==> config.mk <==
export PLATFORM = sky130hd
export DESIGN_NAME = lcg_random
export DESIGN_NICKNAME = d
export VERILOG_FILES = /design/src/rtl/lcg_random.sv
export SDC_FILE = /design/constraint.sdc
export NUM_CORES = 1
export LEC_CHECK = 0
export CAP_MARGIN = 0
export CORE_MARGIN = 3
export CORE_UTILIZATION = 58
export CTS_CLUSTER_SIZE = 12
export DETAILED_ROUTE_END_ITERATION = 10
export GPL_TIMING_DRIVEN = 0
export PLACE_DENSITY = 0.8
export SYNTH_ARGS = -nofsm -noshare
export SYNTH_HDL_FRONTEND = slang
export SYNTH_SLANG_ARGS = --single-unit
==> constraint.sdc <==
create_clock -name clk -period 6.7 [get_ports clk]
set_input_delay 0.67 -clock clk [delete_from_list [all_inputs] [get_ports clk]]
set_output_delay 0.67 -clock clk [all_outputs]
set_load 0.05 [all_outputs]
==> src/rtl/lcg_random.sv <==
// 31-bit linear-congruential random source with pre-decoded game fields.
// Optional seed load port is enabled by defining LCG_SEED_LOAD_EN.
module lcg_random #(
    parameter logic [30:0] SEED = 31'd879387228,
    parameter logic [30:0] MULT = 31'd1103515245,
    parameter logic [30:0] INC  = 31'd12345
) (
    input  logic        clk,
    input  logic        restart_n,
    input  logic        next,
`ifdef LCG_SEED_LOAD_EN
    input  logic        seed_load,
    input  logic [30:0] seed_in,
`endif
    output logic [30:0] rand_out,
    output logic        valid,
    output logic [7:0]  sq_width,
    output logic [7:0]  gap,
    output logic        rbit
);

    typedef enum logic {IDLE, RUN} mode_t;

    mode_t       mode_q, mode_d;
    logic [30:0] state_q, state_d;
    logic [30:0] product;

    // Only the low 31 product bits matter, so the multiply is sized to 31 bits.
    assign product = state_q * MULT;

    always_ff @(posedge clk or negedge restart_n) begin
        if (!restart_n) begin
            state_q <= SEED;
            mode_q  <= IDLE;
        end else begin
            state_q <= state_d;
            mode_q  <= mode_d;
        end
    end

    always_comb begin
        state_d = state_q;
        mode_d  = mode_q;
`ifdef LCG_SEED_LOAD_EN
        if (seed_load) begin
            state_d = seed_in;
            mode_d  = IDLE;
        end else
`endif
        if (next) begin
            state_d = product + INC;
            mode_d  = RUN;
        end
    end

    always_comb begin
        sq_width = 8'd9;
        if (state_q[4:0] < 5'd4)
            sq_width = 8'd5;
        else if (state_q[4:0] < 5'd10)
            sq_width = 8'd6;
        else if (state_q[4:0] < 5'd23)
            sq_width = 8'd7;
        else if (state_q[4:0] < 5'd29)
            sq_width = 8'd8;
    end

    assign rand_out = state_q;
    assign valid    = (mode_q == RUN);
    assign gap      = 8'd13 + {5'd0, state_q[2:0]};
    assign rbit     = state_q[0];

endmodule

==> impl_metrics.ini <==
[global_route]
grt_pass1_wl_um = 44100
gr-total-overflow = 0
grt_max_degree = 33
gr-usage-all-layers_pct = 29.0
antenna_found_initial = 0
grt_pass1_vias = 8315

[die]
rows = 48
fp.dieW_um = 140
initial_utilization_pct = 59.8
core_area_um2 = 17400
die_area_um2 = 19600
die_h_um = 140
num_io_pins = 52

[clock_tree]
cts_hold_buf = 0
path_clk_slew_ns = 0.06
cts_num_sinks = 32
clock_latency_ns = 0.29
clock_path_buffers = 2
cts_tree = yes
cts_root_buf = clkbuf_16
cts_made_buffers = 5
htree_levels = 2

[status]
violations = negative setup slack
status = complete, but fails checks

[sta]
final_hold_viol_count = 0
maxSlewHeadroom_pct = 47.1
setup_tns_ns = -0.112
worstMarginPinSlew_ns = 0.794
fin_skew_ns = 0.00910
setup_viol = 2
period_share_pct = 101
fin_ws_ns = -0.0620
drv_slew = 0
fmax_ghz = 0.148
finalCriticalPeriod_ns = 6.76

[yosys]
synthesis.area_um2 = 10400
syn_inst = 1100
netlist_top_cells_count = 407 x inv_1, 205 x ha_1, 176 x fa_1, 39 x xnor2_1, 29 x a21oi_1
netlist.area_leader.share_pct = 33.9
yosysMostFrequentCell = inv_1
synth-seq-area-share_pct = 7.86
async_reset_ff_share_pct = 100
synth-main-ff-cell = dfrtp_1
synth_area_leader_cell = fa_1
ys_warn_count = 0
synth_area_leaders = fa_1 34%, ha_1 25%, inv_1 15%
synth.avg_cell_area_um2 = 9.46
synth_seq_cells = 32
synth_edf_count = 0
ys_types = 68

[placement]
dp_hpwl_um = 22600
port_buffers = 43
place_congestion = 0.981

[routing]
wl_per_cell_um = 20.4
via_count = 7887
viasPerCell = 5.53
ant_nets = 0
routed_wl_um = 29000
dr.pass1.iters = 5
drcViolationCount = 0
dr.first_iter.drc_count = 520

[critical_path]
reg2regPathDepth = 22
cp-start-kind = flop
endpoint_kind = flop
endpoint = rand_out[30]
r2r_end = rand_out[30]
cp_max_fo = 10
arrival_ns = 6.92
critPathLaunch = rand_out[2]
rrSetupSlack_ns = -0.06
worstPathRequired_ns = 6.86
criticalPathCategory = reg -> reg
rr_startpoint = rand_out[2]

[hold_path]
hp-class = in -> async

[finish]
drive_gt1_share_pct = 12.8
fin_util_pct = 69.1
syn2layout_area_growth_pct = 15.7
num-nets-final = 1583
diodes = 0

[run]
cap_viol_max_count = 0
metal layers:
layer	vias up	routed length, um	global-route usage [%]
li1	3495	-	-
met1	3899	11400	40.2
met2	396	13400	46.2
met3	97	2940	6.62
met4	0	1180	8.11
met5	-	0	0
critical path: stages (launching register included):
cell      delay, ns
dfstp_4        0.72
ha_4           0.21
fa_1           0.46
inv_1          0.10
fa_1           0.46
fa_1           0.56
inv_1          0.07
ha_1           0.29
inv_1          0.07
fa_1           0.49
inv_1          0.07
fa_1           0.57
inv_1          0.07
fa_1           0.54
inv_1          0.09
ha_4           0.25
a21o_1         0.16
a221o_1        0.36
a32oi_2        0.27
a211oi_2       0.15
or3_4          0.42
a41oi_2        0.16
a211oi_2       0.09
state kept, by name (all words and copies together) (netlist names):
| name | count |
|---|---|
| rand_out | 31 |
| valid | 1 |
placed cells by master, fill, tap and decap left out, types with 4 or more instances in the layout:
| cell | count |
|---|---|
| a211oi_1 | 4 |
| a21o_1 | 14 |
| a21oi_1 | 24 |
| buf_4 | 49 |
| clkbuf_1 | 6 |
| clkbuf_16 | 5 |
| clkdlybuf4s50_1 | 42 |
| clkinvlp_4 | 4 |
| conb_1 | 7 |
| dfrtp_1 | 10 |
| dfrtp_2 | 7 |
| dfstp_2 | 11 |
| fa_1 | 175 |
| ha_1 | 182 |
| ha_2 | 6 |
| ha_4 | 17 |
| inv_1 | 402 |
| mux2_2 | 5 |
| mux2i_1 | 7 |
| nand2_1 | 24 |
| nand2b_1 | 6 |
| nand3_1 | 7 |
| nand4_1 | 6 |
| nor2_1 | 11 |
| nor2b_1 | 4 |
| o211ai_1 | 6 |
| o21ai_0 | 14 |
| o21ai_1 | 4 |
| xnor2_1 | 39 |
| xor2_1 | 10 |
metrics by stage:
stage	instances	hold slack [ns]	setup WS (ns)	instance area, um^2
2_1_floorplan	1106	0.374	0.00642	10500
3_3_place_gp	1374	0.452	-0.261	11200
3_5_place_dp	1374	0.449	-0.329	11200
4_1_cts	1401	0.476	0.00506	11600
5_1_grt	1425	0.500	-0.198	12000
6_report	1425	0.470	-0.0620	12000
final cells by class:
class                      count  area [um^2]
tap                          225          282
multi-input combinational    648         8340
buffer                        19          115
clock buffer                   6          139
clock inverter                 2         10.0
inverter                     407         1540
sequential                    32          842
timing repair buffer          86          772
fill                        1239         5380
what timing repair did:
item,4_1_cts,5_1_grt
endpoints found under the setup margin,13,12
resized for setup,27,51
pin swaps,4,24
setup buffers,19,24
cell families after synthesis:
group                      share of synthesized area, %
AOI/OAI and AO/OA                                  7.30
xor gates and xnor gates                           4.46
other                                            0.0360
adders and majority gates                          58.5
DFF                                                7.86
buffers and inverters                              15.7
and+or+nand+nor                                    4.95
muxes                                              1.21
how the worst min path moves through the flow:
stage                     slack, ns            to
after floorplan                0.37  rand_out[10]
after global placement         0.45         valid
after detailed placement       0.45         valid
after CTS                      0.48         valid
after global routing           0.50         valid
final                          0.47   rand_out[1]
Power is not shown: default switching activity piles up to over one toggle a cycle in this logic, so the estimate is an artifact.
==> variant, RTL diff (config.mk and constraints unchanged) <==
Add a define of `LCG_SEED_LOAD_EN`.
--- a/src/rtl/lcg_random.sv
+++ b/src/rtl/lcg_random.sv
@@ -2,2 +2,4 @@
 // Optional seed load port is enabled by defining LCG_SEED_LOAD_EN.
+`define LCG_SEED_LOAD_EN
+
 module lcg_random #(
Interface: changed (added seed_in and seed_load); port bits go from 52 to 84. The function was not compared with the original's and may differ.
==> variant against the unedited design <==
The flow still finishes with violations (setup timing). Non-clock buffer count rose by 29. Critical endpoint unchanged. Synthesized area rose by 0.63%. Design area rose by 3.8%. Global-route usage rose by 0.91 points. Sequential cell count did not move. Setup slack got worse by 0.0022 ns. Largest cell class unchanged. Routed wire length fell by 0.35%. Sequential share of layout area fell by 0.15 points. Highest routed layer unchanged. Hold slack got worse by 0.015 ns.
Power is left out: the tool's default activity adds up to more than one toggle a clock period on the data nets, which glitch-free logic cannot reach.
==> variant: results (changes against the unedited design) <==
- Antenna diode instance count: 0 (unchanged)
- Global-route wire length before repair: 45.2 mm (was 44.1 mm)
- Final setup fails: 1 (was 2)
- Setup Skew: 0.00590 ns (was 0.00910 ns)
- Final Worst Setup Slack: -0.0643 ns (was -0.0620 ns)
- Net total in the final layout: 1679 (was 1583)
- Overall routing resource usage: 29.9% (was 29.0%)
- Maximum single-stage delay on the critical path: 0.68 ns (was 0.72 ns)
- Final weighted congestion in routability-driven placement: 1.02 (was 0.981)
- Proportion of layout cells with a drive suffix above 1: 11.8% (was 12.8%)
- Synthesized instance count: 1137 (was 1100)
- Leading cell types by count after synthesis: sky130_fd_sc_hd__inv_1 (414), sky130_fd_sc_hd__ha_1 (203), sky130_fd_sc_hd__fa_1 (178) (was sky130_fd_sc_hd__inv_1 (407), sky130_fd_sc_hd__ha_1 (205), sky130_fd_sc_hd__fa_1 (176))
- # port buffers: 74 (was 43)
- Violations in the final reports: setup timing (unchanged)
- Detail-routed net length per standard cell: 19.4 um (was 20.4 um)
- Vias in the first global route: 8691 (was 8315)
- Met1 Use GR: 39.5% (was 40.2%)
- Number of library cell types mapped by synthesis: 49 (was 68)
- Fill cell instance count of the final layout: 1226 (was 1239)
- Vias per Instance: 5.36 (was 5.53)
- Worst-Margin Slew: 0.835 ns (was 0.794 ns)
- Result of the run: complete, but fails checks (unchanged)
- DR iter-0 viols: 524 (was 520)
- Arrival @ worst endpoint: 6.93 ns (was 6.92 ns)
- Largest fanout on the critical path: 6 (was 10)
- Synth warn: 0 (unchanged)
- Met3 Resource Use GR: 5.80% (was 6.62%)
- CTS-repair resized insts: 45 (was 27)
- Clk root buf: sky130_fd_sc_hd__clkbuf_16 (unchanged)
- Total CTS buffers: 5 (unchanged)
- Dpl hpwl: 23.3 mm (was 22.6 mm)
- Via count: 7974 (was 7887)
- Met2 track demand over resource: 49.9% (was 46.2%)
- Post-CTS Setup Repair Bufs: 33 (was 19)
- Ys async rst share: 100% (unchanged)
- Synth top area cells: sky130_fd_sc_hd__fa_1 (34%), sky130_fd_sc_hd__ha_1 (24%), sky130_fd_sc_hd__inv_1 (15%) (was sky130_fd_sc_hd__fa_1 (34%), sky130_fd_sc_hd__ha_1 (25%), sky130_fd_sc_hd__inv_1 (15%))
- Worst slack after detailed placement: -0.594 ns (was -0.329 ns)
- Dpl cells: 1442 (was 1374)
- Part of the Yosys area used for sequential elements: 7.81% (was 7.86%)
==> variant: stage by stage <==
step | setup TNS [ns] | area (sq um)
6_report | -0.0643 | 12500
5_1_grt | -1.04 | 12500
4_1_cts | -0.0630 | 12300
3_5_place_dp | -4.15 | 11600
3_3_place_gp | -3.41 | 11600
2_1_floorplan | 0 | 10600
==> variant: worst paths after layout <==
path / startpoint / to / slack [ns] / cells past startpoint
min: restart_n / rand_out[20] / 0.45 / 1
max reg2reg: rand_out[6] / rand_out[30] / -0.06 / 23
min in group clk: valid / valid / 0.52 / 2
max in group asynchronous: restart_n / rand_out[5] / 5.69 / 1
max: rand_out[6] / rand_out[30] / -0.06 / 23
min reg2reg: valid / valid / 0.52 / 2
==> variant: metal layers <==
layer | wire length (um) | share of wire [%] | up-vias
li1 | - | - | 3631
met1 | 11700 | 40 | 3958
met2 | 14000 | 48 | 321
met3 | 2140 | 7.4 | 64
met4 | 1110 | 3.8 | 0
met5 | 0 | 0 | -
==> variant: area by class of cell <==
type | instances | share of cell area (%)
flip-flops and latches | 32 | 6.84
clock buffers | 6 | 1.03
inverters | 414 | 12.5
plain buffers | 21 | 0.952
well taps | 225 | 2.25
clock inverters | 2 | 0.281
repair buffers | 113 | 8.26
multi-input cells | 676 | 67.8
==> variant: logic make-up (layout without fill, tap and decap cells) <==
logic type | Yosys count | in the layout | synth area share, %
AOI/OAI and AO/OA | 120 | 120 | 7.32
xor gates and xnor gates | 60 | 60 | 5.02
adders and majority gates | 381 | 381 | 58.3
buffers and inverters | 435 | 556 | 15.9
DFF | 32 | 32 | 7.81
muxes | 16 | 16 | 1.53
other | 1 | 7 | 0.0358
and+or+nand+nor | 92 | 92 | 4.12
